===== src/rtl/trap_if.sv =====
// Commit-stage / CSR-file bundle around the trap sequencer: event inputs,
// current CSR values, the exception write bundle and the fetch redirect.
interface trap_if;
  logic        valid_i;
  logic [31:0] pc_i;
  logic [31:0] instr_i;
  logic [31:0] badaddr_i;
  logic        exc_inst_misaligned_i;
  logic        exc_illegal_i;
  logic        exc_ebreak_i;
  logic        exc_ecall_i;
  logic        exc_load_misaligned_i;
  logic        exc_store_misaligned_i;
  logic        mret_i;
  logic        irq_timer_i;
  logic [31:0] mtvec_i;
  logic [31:0] mepc_i;
  logic [31:0] mcause_i;
  logic [31:0] mstatus_i;
  logic [31:0] mie_i;
  logic        we_exc_o;
  logic [31:0] mcause_o;
  logic [31:0] mepc_o;
  logic [31:0] mtval_o;
  logic [31:0] mstatus_o;
  logic        flush_o;
  logic        redirect_o;
  logic [31:0] redirect_pc_o;
  logic        busy_o;

  modport master (
    output valid_i, pc_i, instr_i, badaddr_i,
           exc_inst_misaligned_i, exc_illegal_i, exc_ebreak_i, exc_ecall_i,
           exc_load_misaligned_i, exc_store_misaligned_i, mret_i, irq_timer_i,
           mtvec_i, mepc_i, mcause_i, mstatus_i, mie_i,
    input  we_exc_o, mcause_o, mepc_o, mtval_o, mstatus_o,
           flush_o, redirect_o, redirect_pc_o, busy_o
  );

  modport slave (
    input  valid_i, pc_i, instr_i, badaddr_i,
           exc_inst_misaligned_i, exc_illegal_i, exc_ebreak_i, exc_ecall_i,
           exc_load_misaligned_i, exc_store_misaligned_i, mret_i, irq_timer_i,
           mtvec_i, mepc_i, mcause_i, mstatus_i, mie_i,
    output we_exc_o, mcause_o, mepc_o, mtval_o, mstatus_o,
           flush_o, redirect_o, redirect_pc_o, busy_o
  );
endinterface


===== src/rtl/trap_unit.sv =====
// Trap/MRET sequencer: IDLE accepts one event, COMMIT strobes the CSR
// exception write and flush, REDIRECT steers fetch to mtvec or mepc.
module trap_unit #(
   parameter bit MTVAL_EN    = 1'b1,
   parameter bit VECTORED_EN = 1'b1
) (
   input logic   clk_i,
   input logic   rst_i,
   trap_if.slave bus
);

   typedef enum logic [1:0] {IDLE, COMMIT, REDIRECT} state_e;

   state_e      state_q, state_d;
   logic        exc_hit, irq_take, accept, is_mret;
   logic [31:0] cause, mtval, mstatus_nx;
   logic [31:0] mcause_q, mepc_q, mtval_q, mstatus_q;
   logic        mret_q, vec_q;
   logic [31:0] target;

   // Event decode; the if/else order is the architectural priority.
   // NOTE: every always_comb output gets a default first so no path infers a latch.
   always_comb begin
      exc_hit  = 1'b1;
      cause    = 32'd0;
      mtval    = 32'd0;
      if (bus.exc_inst_misaligned_i) begin
         cause = 32'd0;
         mtval = bus.badaddr_i;
      end else if (bus.exc_illegal_i) begin
         cause = 32'd2;
         mtval = bus.instr_i;
      end else if (bus.exc_ebreak_i) begin
         cause = 32'd3;
      end else if (bus.exc_ecall_i) begin
         cause = 32'd11;
      end else if (bus.exc_load_misaligned_i) begin
         cause = 32'd4;
         mtval = bus.badaddr_i;
      end else if (bus.exc_store_misaligned_i) begin
         cause = 32'd6;
         mtval = bus.badaddr_i;
      end else begin
         exc_hit = 1'b0;
         cause   = 32'h8000_0007;
      end
      if (!MTVAL_EN) mtval = 32'd0;

      irq_take = bus.irq_timer_i & bus.mie_i[7] & bus.mstatus_i[3];
      is_mret  = !exc_hit && !irq_take && bus.mret_i;
      accept   = (state_q == IDLE) && bus.valid_i && (exc_hit || irq_take || bus.mret_i);

      mstatus_nx = bus.mstatus_i;
      mstatus_nx[12:11] = 2'b11;
      if (is_mret) begin
         mstatus_nx[3] = bus.mstatus_i[7];
         mstatus_nx[7] = 1'b1;
      end else begin
         mstatus_nx[7] = bus.mstatus_i[3];
         mstatus_nx[3] = 1'b0;
      end
   end

   always_comb begin
      state_d = state_q;
      case (state_q)
         IDLE:     if (accept) state_d = COMMIT;
         COMMIT:   state_d = REDIRECT;
         REDIRECT: state_d = IDLE;
         default:  state_d = IDLE;
      endcase
   end

   // NOTE: sequential state uses non-blocking assignments only, so every flop sees pre-edge values.
   always_ff @(posedge clk_i) begin
      if (!rst_i) begin
         state_q   <= IDLE;
         mcause_q  <= 32'd0;
         mepc_q    <= 32'd0;
         mtval_q   <= 32'd0;
         mstatus_q <= 32'd0;
         mret_q    <= 1'b0;
         vec_q     <= 1'b0;
      end else begin
         state_q <= state_d;
         if (accept) begin
            mstatus_q <= mstatus_nx;
            mret_q    <= is_mret;
            vec_q     <= VECTORED_EN && !exc_hit && irq_take;
            if (is_mret) begin
               mcause_q <= bus.mcause_i;
               mepc_q   <= bus.mepc_i;
               mtval_q  <= 32'd0;
            end else begin
               mcause_q <= cause;
               mepc_q   <= {bus.pc_i[31:2], 2'b00};
               mtval_q  <= exc_hit ? mtval : 32'd0;
            end
         end
      end
   end

   // Target reads mtvec/mepc live in REDIRECT, after the COMMIT-cycle CSR write.
   always_comb begin
      target = mret_q ? {bus.mepc_i[31:2], 2'b00} : {bus.mtvec_i[31:2], 2'b00};
      if (vec_q && bus.mtvec_i[1:0] == 2'b01) target = target + 32'h0000_001C;
   end

   assign bus.we_exc_o      = (state_q == COMMIT);
   assign bus.flush_o       = (state_q == COMMIT);
   assign bus.redirect_o    = (state_q == REDIRECT);
   assign bus.busy_o        = (state_q != IDLE);
   assign bus.redirect_pc_o = (state_q == REDIRECT) ? target : 32'd0;
   assign bus.mcause_o      = mcause_q;
   assign bus.mepc_o        = mepc_q;
   assign bus.mtval_o       = mtval_q;
   assign bus.mstatus_o     = mstatus_q;

endmodule


===== src/flat_wrapper.sv =====
// flat-port wrapper written by rule: the top's interface ports become plain ports
module trap_unit_flat 
#(
   parameter bit MTVAL_EN    = 1'b1,
   parameter bit VECTORED_EN = 1'b1
)
  (clk_i, rst_i, bus_valid_i, bus_pc_i, bus_instr_i, bus_badaddr_i, bus_exc_inst_misaligned_i, bus_exc_illegal_i, bus_exc_ebreak_i, bus_exc_ecall_i, bus_exc_load_misaligned_i, bus_exc_store_misaligned_i, bus_mret_i, bus_irq_timer_i, bus_mtvec_i, bus_mepc_i, bus_mcause_i, bus_mstatus_i, bus_mie_i, bus_we_exc_o, bus_mcause_o, bus_mepc_o, bus_mtval_o, bus_mstatus_o, bus_flush_o, bus_redirect_o, bus_redirect_pc_o, bus_busy_o);
  trap_if bus_i ();
  input logic clk_i;
  input logic rst_i;
  input wire logic [$bits(bus_i.valid_i)-1:0] bus_valid_i;
  input wire logic [$bits(bus_i.pc_i)-1:0] bus_pc_i;
  input wire logic [$bits(bus_i.instr_i)-1:0] bus_instr_i;
  input wire logic [$bits(bus_i.badaddr_i)-1:0] bus_badaddr_i;
  input wire logic [$bits(bus_i.exc_inst_misaligned_i)-1:0] bus_exc_inst_misaligned_i;
  input wire logic [$bits(bus_i.exc_illegal_i)-1:0] bus_exc_illegal_i;
  input wire logic [$bits(bus_i.exc_ebreak_i)-1:0] bus_exc_ebreak_i;
  input wire logic [$bits(bus_i.exc_ecall_i)-1:0] bus_exc_ecall_i;
  input wire logic [$bits(bus_i.exc_load_misaligned_i)-1:0] bus_exc_load_misaligned_i;
  input wire logic [$bits(bus_i.exc_store_misaligned_i)-1:0] bus_exc_store_misaligned_i;
  input wire logic [$bits(bus_i.mret_i)-1:0] bus_mret_i;
  input wire logic [$bits(bus_i.irq_timer_i)-1:0] bus_irq_timer_i;
  input wire logic [$bits(bus_i.mtvec_i)-1:0] bus_mtvec_i;
  input wire logic [$bits(bus_i.mepc_i)-1:0] bus_mepc_i;
  input wire logic [$bits(bus_i.mcause_i)-1:0] bus_mcause_i;
  input wire logic [$bits(bus_i.mstatus_i)-1:0] bus_mstatus_i;
  input wire logic [$bits(bus_i.mie_i)-1:0] bus_mie_i;
  output wire logic [$bits(bus_i.we_exc_o)-1:0] bus_we_exc_o;
  output wire logic [$bits(bus_i.mcause_o)-1:0] bus_mcause_o;
  output wire logic [$bits(bus_i.mepc_o)-1:0] bus_mepc_o;
  output wire logic [$bits(bus_i.mtval_o)-1:0] bus_mtval_o;
  output wire logic [$bits(bus_i.mstatus_o)-1:0] bus_mstatus_o;
  output wire logic [$bits(bus_i.flush_o)-1:0] bus_flush_o;
  output wire logic [$bits(bus_i.redirect_o)-1:0] bus_redirect_o;
  output wire logic [$bits(bus_i.redirect_pc_o)-1:0] bus_redirect_pc_o;
  output wire logic [$bits(bus_i.busy_o)-1:0] bus_busy_o;
  assign bus_i.valid_i = bus_valid_i;
  assign bus_i.pc_i = bus_pc_i;
  assign bus_i.instr_i = bus_instr_i;
  assign bus_i.badaddr_i = bus_badaddr_i;
  assign bus_i.exc_inst_misaligned_i = bus_exc_inst_misaligned_i;
  assign bus_i.exc_illegal_i = bus_exc_illegal_i;
  assign bus_i.exc_ebreak_i = bus_exc_ebreak_i;
  assign bus_i.exc_ecall_i = bus_exc_ecall_i;
  assign bus_i.exc_load_misaligned_i = bus_exc_load_misaligned_i;
  assign bus_i.exc_store_misaligned_i = bus_exc_store_misaligned_i;
  assign bus_i.mret_i = bus_mret_i;
  assign bus_i.irq_timer_i = bus_irq_timer_i;
  assign bus_i.mtvec_i = bus_mtvec_i;
  assign bus_i.mepc_i = bus_mepc_i;
  assign bus_i.mcause_i = bus_mcause_i;
  assign bus_i.mstatus_i = bus_mstatus_i;
  assign bus_i.mie_i = bus_mie_i;
  assign bus_we_exc_o = bus_i.we_exc_o;
  assign bus_mcause_o = bus_i.mcause_o;
  assign bus_mepc_o = bus_i.mepc_o;
  assign bus_mtval_o = bus_i.mtval_o;
  assign bus_mstatus_o = bus_i.mstatus_o;
  assign bus_flush_o = bus_i.flush_o;
  assign bus_redirect_o = bus_i.redirect_o;
  assign bus_redirect_pc_o = bus_i.redirect_pc_o;
  assign bus_busy_o = bus_i.busy_o;
  trap_unit #(.MTVAL_EN(MTVAL_EN), .VECTORED_EN(VECTORED_EN)) u_core (.clk_i(clk_i), .rst_i(rst_i), .bus(bus_i));
endmodule

===== config.mk =====
export PLATFORM = sky130hd
export DESIGN_NAME = trap_unit_flat
export DESIGN_NICKNAME = d
export VERILOG_FILES = /design/src/rtl/trap_if.sv /design/src/rtl/trap_unit.sv /design/src/flat_wrapper.sv
export SDC_FILE = /design/constraint.sdc
export NUM_CORES = 1
export LEC_CHECK = 0
export ABC_CLOCK_PERIOD_IN_PS = 4900
export BUFFER_PORTS_ARGS = -buffer_cell sky130_fd_sc_hd__buf_2
export CELL_PAD_IN_SITES_DETAIL_PLACEMENT = 1
export CELL_PAD_IN_SITES_GLOBAL_PLACEMENT = 2
export CORE_ASPECT_RATIO = 1.1
export CORE_MARGIN = 5
export CORE_UTILIZATION = 22
export CTS_BUF_LIST = sky130_fd_sc_hd__clkbuf_4 sky130_fd_sc_hd__clkbuf_8 sky130_fd_sc_hd__clkbuf_16
export CTS_CLUSTER_SIZE = 30
export DETAILED_ROUTE_END_ITERATION = 10
export MAX_ROUTING_LAYER = met4
export PLACE_DENSITY_LB_ADDON = 0.1
export SLEW_MARGIN = 20
export SYNTH_ARGS = -nofsm -noshare
export SYNTH_HDL_FRONTEND = slang
export SYNTH_SLANG_ARGS = --single-unit

===== constraint.sdc =====
create_clock -name clk_i -period 4.9 [get_ports clk_i]
set_input_delay 0.98 -clock clk_i [delete_from_list [all_inputs] [get_ports clk_i]]
set_output_delay 0.98 -clock clk_i [all_outputs]
set_load 0.01 [all_outputs]

==> results.toml, run 1 <==
[outcome]
status = "completed"

[synth]
avgSynthCellArea_sq_um = 8.45
ys_top_cells_by_area = "dfxtp_1 38%, mux2i_1 11%, a21oi_1 5.4%"
synthCells = 808
yosysSeqAreaShare_pct = 38.4
synth_flop_cell = "dfxtp_1"
synth_top_area_share_pct = 38.4
ys_warn_count = 0
synth_area_sq_um = 6830
ys_async_sr_fraction_pct = 0
synth.distinct_cells = 55
synth_top_area_cell = "dfxtp_1"
synth-seq-cells = 131
synth_edf_count = 0

[power]
total_power_mw = 3.03
ir_drop_mv = 0.220
p_sw_mw = 0.864
internal_power_mw = 2.16
switching_share_pct = 28.6
clkPwrFrac_pct = 44.8
p_leak_nw = 4.41
pwr_density_cell_nw_per_um2 = 307
seq_power_share_pct = 38.1
share_comb_of_total_power_pct = 17.1

[worst_setup_path]
cp_max_fo = 28
required_ns = 3.92
cp-start-kind = "flip-flop"
crit_type = "reg -> out"
timing.reg2reg.setup_slack_ns = 2.79
reg2reg_depth = 7
endpoint_kind = "output pin"
r2r_end = "u_core.bus.mtval_o[30]$_SDFFE_PN0P_"
rr_startpoint = "u_core.state_q[0]$_SDFFE_PN0P_"
critical_path_arrival_ns = 3.27

[place]
gp_congestion = 0.787
hpwl_um = 23200
dpl_worst_slack_ns = 0.634
port_buffers = 393

[clocking]
cts_buffers = 17
hold_buffers = 0
cts_setup_buffers = 0
cts_resized = 0
htreeDepth = 4
clk_path_buf_depth = 2
cts_sinks = 131
root_buffer = "clkbuf_16"
path_clk_slew_ns = 0.06
clkLatencyLatePin_ns = 0.43
cts_tree = "done"

[timing]
post-route-min-period_ns = 4.25
timing.fmax_ghz = 0.235
slew_viol_final = 0
finalCritPeriodShare_pct = 86.7
fin_skew_ns = 0.0161
hold_violations = 0
max_slew.worst_pin.slew_ns = 0.913
whs_ns = 0.450
maxSlewHeadroom_pct = 38.9
tns_ns = 0
rsz0062_at_grt = "no"
setup_viol = 0
fin_ws_ns = 0.653

[worst_hold_path]
min_to = "u_core.bus.mstatus_o[30]$_SDFFE_PN0P_"
hold_path.class = "reg -> reg"
worstHoldPathCells = 2
min_from = "u_core.bus.mstatus_o[30]$_SDFFE_PN0P_"

[floorplan]
core_sq_um = 30600
fp.dieW_um = 178
dieArea_sq_um = 34700
die_h_um = 195
io_pins = 431
rows = 67
initial_core_util_pct = 22.3

[run]
maxCapViolCount = 0

[drt]
wl_um = 29700
via_per_inst = 4.51
via_count = 7229
ant_nets = 0
initialDrtViolationCount = 290
drc = 0
post_drt_wl_per_cell_um = 18.6
dr.pass1.iters = 4

[grt]
antenna_found_initial = 7
grt_pass1_wl_um = 44700
grt_max_degree = 78
grt_use_total_pct = 17.0
overflow = 0
first_global_vias = 7516

[cells_and_area]
drive_above_1_share_pct = 39.5
fin_util_pct = 32.2
nNetsFinal = 1436
n_fill_cell = 3742
layout_common_cells = "392 x buf_2, 130 x dfxtp_1, 84 x nand2_1"
area_growth_syn_to_layout_pct = 44.2
final_common_cell = "buf_2"
-- critical path, cell delays in order (launching register included) --
cell and delay, ns:
dfxtp_2 0.58, buf_4 0.39, nand3_1 0.14, a22o_1 0.27, or4_1 0.67, or3_1 0.43, a21oi_1 0.18, buf_2 0.17
-- cell usage after synthesis (6+ instances only) --
cell,n
dfxtp_1,131
nand2_1,84
mux2i_1,78
a21oi_1,74
clkbuf_1,47
o21ai_0,47
nor3_1,42
nor2b_1,37
a22o_1,32
nand2b_1,31
a21boi_0,27
nor2_1,23
nand3_1,18
buf_2,14
mux2_2,11
xnor2_1,9
nand4_1,7
or3_1,6
-- through the flow --
| stage | cells | area [sq um] |
|---|---|---|
| floorplan | 809 | 6840 |
| global placement | 1563 | 9210 |
| detailed placement | 1563 | 9210 |
| CTS | 1595 | 9830 |
| global route | 1602 | 9850 |
| finish | 1603 | 9850 |
-- area by class of cell --
type / instances / area (sq um) / share of cell area (%)
diodes: 8 / 20.0 / 0.203
clock buffers: 17 / 425 / 4.32
clock inverters: 15 / 193 / 1.96
inverters: 4 / 15.0 / 0.152
multi-input cells: 604 / 3950 / 40.1
flip-flops and latches: 131 / 2620 / 26.6
well taps: 414 / 518 / 5.26
repair buffers: 410 / 2110 / 21.4
-- power by group through the flow --
stage	combinational, mW	sequential (mW)	clock [mW]
after floorplan	0.241	1.20	0
after global placement	0.528	1.17	0
after detailed placement	0.529	1.18	0
after CTS	0.531	1.15	1.40
after global routing	0.577	1.16	1.44
final	0.518	1.15	1.36
-- kinds of logic after synthesis --
logic type / after synthesis / synth area share, %
XOR/XNOR: 13 / 1.67
buffers and inverters: 74 / 4.54
multiplexers: 89 / 13.2
flip-flops: 131 / 38.4
AND/OR/NAND/NOR: 288 / 22.1
adder cells (fa/ha/maj): 1 / 0.183
other: 1 / 0.0549
AO/OA/AOI/OAI: 211 / 19.8
-- worst max path at each step --
stage / cells past startpoint / from / end
2_1_floorplan: 12 / u_core.mret_q$_SDFFE_PN0P_ / bus_redirect_pc_o[24]
3_3_place_gp: 8 / bus_mepc_i[3] / bus_redirect_pc_o[28]
3_5_place_dp: 8 / bus_mepc_i[2] / bus_redirect_pc_o[28]
4_1_cts: 7 / u_core.mret_q$_SDFFE_PN0P_ / bus_redirect_pc_o[28]
5_1_grt: 7 / u_core.mret_q$_SDFFE_PN0P_ / bus_redirect_pc_o[28]
6_report: 7 / u_core.mret_q$_SDFFE_PN0P_ / bus_redirect_pc_o[28]
-- registers in the layout, indices dropped and copies added (netlist names) --
register,cells
u_core.vec_q,1
u_core.bus.mstatus_o,31
u_core.bus.mtval_o,32
u_core.bus.mepc_o,32
u_core.mret_q,1
u_core.bus.mcause_o,32
u_core.state_q,2
-- layer usage --
metal / track usage [%] / vias to the layer above / part of all wire, %
met5: - / - / 0
met1: 20.5 / 3360 / 43
met3: 5.07 / 20 / 7.8
li1: - / 3614 / -
met4: 4.13 / 0 / 1.1
met2: 27.7 / 235 / 48
Note: power is estimated with default switching activity, not from simulation.
==> run 2: changes to the inputs <==
--- a/config.mk
+++ b/config.mk
@@ -5,13 +5,13 @@
 export SDC_FILE = /design/constraint.sdc
 export NUM_CORES = 1
 export LEC_CHECK = 0
-export ABC_CLOCK_PERIOD_IN_PS = 4900
+export ABC_CLOCK_PERIOD_IN_PS = 3680
 export BUFFER_PORTS_ARGS = -buffer_cell sky130_fd_sc_hd__buf_2
 export CELL_PAD_IN_SITES_DETAIL_PLACEMENT = 1
 export CELL_PAD_IN_SITES_GLOBAL_PLACEMENT = 2
 export CORE_ASPECT_RATIO = 1.1
 export CORE_MARGIN = 5
-export CORE_UTILIZATION = 22
+export CORE_UTILIZATION = 20
 export CTS_BUF_LIST = sky130_fd_sc_hd__clkbuf_4 sky130_fd_sc_hd__clkbuf_8 sky130_fd_sc_hd__clkbuf_16
 export CTS_CLUSTER_SIZE = 30
 export DETAILED_ROUTE_END_ITERATION = 10
==> constraint.sdc (replaced) <==
create_clock -name clk_i -period 3.68 [get_ports clk_i]
set_input_delay 0.736 -clock clk_i [delete_from_list [all_inputs] [get_ports clk_i]]
set_output_delay 0.736 -clock clk_i [all_outputs]
set_load 0.01 [all_outputs]
==> run 2 against run 1 <==
  * Flip-flop and latch count did not move
  * Hold slack better by 0.0020 ns
  * Sequential power increased by 33%
  * Cell count increased by 2.0%
  * Via count grew 0.57%
  * Cell area rose by 1.4%
  * Register-to-register slack worse by 1.4 ns
  * First-iteration DRC count shrank 22%
  * Clock skew fell by 0.0014 ns
  * Sequential share of layout area shrank 0.35 points
  * Critical path type unchanged
==> results.toml, run 2 (same netlist as run 1, synthesis figures left out) <==
[outcome]
status = "completed"

[place]
place_inst = 1593
gp_congestion = 0.822
hpwl_um = 24000
port_buffers = 393
placed_cell_area_sq_um = 9320

[floorplan]
core_sq_um = 33900
io_pins = 431
initial_core_util_pct = 20.1
dieArea_sq_um = 38000
fp.dieW_um = 186
rows = 71
die_h_um = 204

[clocking]
cts_tree = "done"
cts_sinks = 131
clk_path_buf_depth = 2
clkLatencyLatePin_ns = 0.42
root_buffer = "clkbuf_16"
hold_buffers = 0
path_clk_slew_ns = 0.07
htreeDepth = 4
cts_buffers = 17

[cells_and_area]
multi_input_area_sq_um = 3960
area_growth_syn_to_layout_pct = 46.3
fin_area_sq_um = 9990
layout_common_cells = "393 x buf_2, 130 x dfxtp_1, 84 x nand2_1"
drive_above_1_share_pct = 40.3
instances_no_fill = 1635
n_fill_cell = 4167
nNetsFinal = 1444
final_common_cell = "buf_2"
regArea_sq_um = 2630

[drt]
initialDrtViolationCount = 225
post_drt_wl_per_cell_um = 19.1
dr.pass1.iters = 4
wl_um = 31200
ant_nets = 0
via_count = 7270
via_per_inst = 4.45
drc = 0

[grt]
overflow = 0
antenna_found_initial = 8
grt_pass1_wl_um = 45800
grt_use_total_pct = 16.1
grt_max_degree = 98
first_global_vias = 7649

[timing]
maxSlewHeadroom_pct = 31.5
fin_skew_ns = 0.0147
hold_violations = 0
max_slew.worst_pin.slew_ns = 1.03
finalCritPeriodShare_pct = 96.3
post-route-min-period_ns = 3.55
slew_viol_final = 0
setup_viol = 0
timing.fmax_ghz = 0.282
rsz0062_at_grt = "no"

[worst_setup_path]
endpoint_kind = "output pin"
critical_path_arrival_ns = 2.81
cp-start-kind = "flip-flop"
required_ns = 2.94
cp_max_fo = 9
crit_type = "reg -> out"

[run]
maxCapViolCount = 0

[power]
pwr_density_cell_nw_per_um2 = 400
ir_drop_mv = 0.280
p_leak_nw = 4.47

[worst_hold_path]
hold_path.class = "reg -> reg"
[run 2: cell count changes in the layout (fill, tap and decap cells not counted), moves of 2 or more]
cell	previous run	this run
clkinvlp_4	4	2
a21oi_1	74	71
buf_4	17	21
clkinv_4	0	3
a21oi_2	0	3
buf_12	1	3
[run 2: per-stage QoR]
step	hold slack, ns	worst slack (ns)	utilization [%]	TNS (ns)	power (mW)
2_1_floorplan	0.440	0.00657	-	0	1.92
6_report	0.452	0.135	29.4	0	3.99
4_1_cts	0.458	0.0845	29.4	0	4.09
5_1_grt	0.483	0.0317	29.4	0	4.21
3_5_place_dp	0.449	-0.0106	27.5	-0.0106	2.28
3_3_place_gp	0.441	0.0321	27.5	0	2.28
[run 2: repair_timing]
| item | CTS | global route |
|---|---|---|
| setup buffers | 1 | 0 |
| gates resized for setup | 2 | 0 |
| setup endpoints to repair | 7 | 0 |
| hold endpoints to repair | 0 | 0 |
[run 2: cell type report]
type | instances | area share (%)
sequential | 131 | 26.3
multi-input combinational | 604 | 39.6
clock buffer | 18 | 4.40
antenna | 8 | 0.200
inverter | 4 | 0.150
clock inverter | 14 | 1.65
timing repair buffer | 418 | 22.2
tap | 438 | 5.48
[run 2: worst paths after layout]
check                                         from  cells past startpoint                               endpoint  slack [ns]
max                     u_core.mret_q$_SDFFE_PN0P_                      7                  bus_redirect_pc_o[24]        0.13
min          u_core.bus.mstatus_o[29]$_SDFFE_PN0P_                      2  u_core.bus.mstatus_o[29]$_SDFFE_PN0P_        0.45
max reg2reg         u_core.state_q[0]$_SDFFE_PN0P_                      5  u_core.bus.mstatus_o[31]$_SDFFE_PN0P_        1.39
min reg2reg  u_core.bus.mstatus_o[29]$_SDFFE_PN0P_                      2  u_core.bus.mstatus_o[29]$_SDFFE_PN0P_        0.45
[run 2: per-layer routing]
metal  global-route usage, %  wire [um]  vias to the layer above
met3                    4.57       2480                       18
li1                        -          -                     3630
met5                       -          0                        -
met2                    26.5      15000                      233
met1                    19.4      13300                     3389
met4                    4.09        414                        0
[run 2: power by group]
group          leakage [nW]  total [mW]  internal, mW  switching, mW
registers              1.07        1.53          1.50         0.0385
clock network         0.291        1.75          1.04          0.717
logic                  3.10       0.707         0.305          0.402
total                  4.47        3.99          2.84           1.16
[run 2: worst max-delay path, stage by stage (launching register included)]
cell	delay [ns]
dfxtp_4	0.45
mux2i_1	0.12
ha_1	0.22
a211o_1	0.29
or4_4	0.61
or3_1	0.41
a21oi_2	0.12
buf_2	0.16
==> run 3: changes to the inputs <==
--- a/config.mk
+++ b/config.mk
@@ -9,7 +9,6 @@
 export BUFFER_PORTS_ARGS = -buffer_cell sky130_fd_sc_hd__buf_2
 export CELL_PAD_IN_SITES_DETAIL_PLACEMENT = 1
 export CELL_PAD_IN_SITES_GLOBAL_PLACEMENT = 2
-export CORE_ASPECT_RATIO = 1.1
 export CORE_MARGIN = 5
 export CORE_UTILIZATION = 20
 export CTS_BUF_LIST = sky130_fd_sc_hd__clkbuf_4 sky130_fd_sc_hd__clkbuf_8 sky130_fd_sc_hd__clkbuf_16
@@ -17,6 +16,7 @@
 export DETAILED_ROUTE_END_ITERATION = 10
 export MAX_ROUTING_LAYER = met4
 export PLACE_DENSITY_LB_ADDON = 0.1
+export RECOVER_POWER = 50
 export SLEW_MARGIN = 20
 export SYNTH_ARGS = -nofsm -noshare
 export SYNTH_HDL_FRONTEND = slang
==> run 3 against run 2 <==
  * The run now ends with max-capacitance violations, max-slew violations left
  * Combinational power is 3% lower
  * Global-route usage is 0.26 points higher
  * Sequential power hardly changed
  * Register-to-register slack lost 0.04 ns
  * Critical endpoint is now bus_redirect_pc_o[28]
==> results.toml, run 3 (same netlist as run 1, synthesis figures left out) <==
[grt]
grt_use_total_pct = 16.3
overflow = 0
grt_max_degree = 57
grt_pass1_wl_um = 47500
antenna_found_initial = 8
first_global_vias = 7689

[drt]
initialDrtViolationCount = 250
dr.pass1.iters = 6
post_drt_wl_per_cell_um = 19.2
via_per_inst = 4.40
drc = 0
via_count = 7260
ant_nets = 0
wl_um = 31700

[floorplan]
fp.dieW_um = 195
die_h_um = 195
rows = 67
core_sq_um = 33600
io_pins = 431
initial_core_util_pct = 20.3
dieArea_sq_um = 38000

[clocking]
hold_buffers = 0
clk_path_buf_depth = 2
root_buffer = "clkbuf_16"
cts_buffers = 17
path_clk_slew_ns = 0.06
cts_tree = "done"
cts_sinks = 131
htreeDepth = 4
clkLatencyLatePin_ns = 0.43

[power]
internal_power_mw = 2.94
clkPwrFrac_pct = 45.6
share_comb_of_total_power_pct = 16.8
p_leak_nw = 3.96
seq_power_share_pct = 37.6
ir_drop_mv = 0.326
pwr_density_cell_nw_per_um2 = 413
p_sw_mw = 1.14
switching_share_pct = 27.9

[worst_setup_path]
required_ns = 2.94
cp-start-kind = "flip-flop"
endpoint_kind = "output pin"
timing.reg2reg.setup_slack_ns = 1.35
crit_type = "reg -> out"
cp_max_fo = 8
critical_path_arrival_ns = 2.84

[worst_hold_path]
hold_path.class = "reg -> reg"

[timing]
maxSlewHeadroom_pct = -35.1
setup_viol = 0
max_slew.worst_pin.slew_ns = 2.03
fin_skew_ns = 0.0112
slew_viol_final = 53
finalCritPeriodShare_pct = 97.2
hold_violations = 0
post-route-min-period_ns = 3.58
tns_ns = 0
timing.fmax_ghz = 0.280
rsz0062_at_grt = "no"

[outcome]
status = "finished, violations left"
violations = "max-capacitance violations, max-slew violations"

[cells_and_area]
n_fill_cell = 4103
layout_common_cells = "261 x buf_2, 133 x clkbuf_1, 130 x dfxtp_1"
nNetsFinal = 1449
final_common_cell = "buf_2"
fin_util_pct = 29.4
drive_above_1_share_pct = 29.3
area_growth_syn_to_layout_pct = 44.6

[place]
gp_congestion = 0.797
hpwl_um = 24500
port_buffers = 393

[run]
maxCapViolCount = 2
==> run 3: cell types whose count changed in the layout (fill, tap and decap cells not counted), moves of 2 or more <==
cell,change
buf_2,-132
buf_4,+5
bufinv_16,+2
clkbuf_1,+133
clkinv_4,+2
inv_6,-5
==> run 3: power by group through the flow <==
stage | clock (mW) | combinational (mW) | sequential [mW]
final | 1.86 | 0.688 | 1.54
after detailed placement | 0 | 0.720 | 1.56
after floorplan | 0 | 0.323 | 1.60
after CTS | 1.92 | 0.728 | 1.53
after global placement | 0 | 0.719 | 1.56
after global routing | 1.98 | 0.770 | 1.55
==> run 3: cell type report <==
type | instances | area, sq um | area share [%]
tap | 448 | 561 | 5.67
clock inverter | 14 | 204 | 2.06
inverter | 4 | 15.0 | 0.152
multi-input combinational | 604 | 3940 | 39.9
timing repair buffer | 423 | 2070 | 21.0
antenna | 8 | 20.0 | 0.203
sequential | 131 | 2630 | 26.6
clock buffer | 18 | 439 | 4.44
==> run 3: critical path, cell delays in order, from the launching register on <==
cell and delay [ns]:
dfxtp_4 0.44, mux2i_1 0.12, ha_1 0.23, a211o_1 0.31
or4_4 0.61, or3_1 0.41, a21oi_2 0.14, buf_2 0.15
==> run 3: what timing repair did <==
| item | in CTS | in global routing |
|---|---|---|
| pin swaps | 0 | 1 |
| buffers inserted | 0 | 1 |
| gates resized for setup | 2 | 0 |
| cloned | 1 | 0 |
| setup endpoints to repair | 8 | 2 |
==> run 3: layer usage <==
layer  vias up  global-route usage (%)  wire length [um]
li1       3642                       -                 -
met2       228                    25.9             14700
met1      3362                    20.6             14600
met5         -                       -                 0
met3        28                    4.78              2010
met4         0                    4.03               448
==> run 3: final timing paths <==
path,cells past startpoint,start,endpoint
worst max-delay path,7,u_core.mret_q$_SDFFE_PN0P_,bus_redirect_pc_o[28]
worst min-delay path,2,u_core.bus.mstatus_o[30]$_SDFFE_PN0P_,u_core.bus.mstatus_o[30]$_SDFFE_PN0P_
worst max register to register,6,u_core.state_q[0]$_SDFFE_PN0P_,u_core.bus.mcause_o[26]$_SDFFE_PN0P_
worst min register to register,2,u_core.bus.mstatus_o[30]$_SDFFE_PN0P_,u_core.bus.mstatus_o[30]$_SDFFE_PN0P_
==> run 3: through the flow <==
stage / area, sq um / setup slack [ns] / hold slack, ns / std cells / total power, mW
after detailed placement: 9360 / 0.0133 / 0.448 / 1608 / 2.28
after floorplan: 6860 / 0.00657 / 0.440 / 809 / 1.92
after CTS: 10000 / 0.0306 / 0.457 / 1641 / 4.18
final: 9880 / 0.105 / 0.458 / 1650 / 4.08
after global routing: 9880 / 0.00259 / 0.473 / 1650 / 4.29
after global placement: 9360 / 0.0354 / 0.440 / 1608 / 2.28
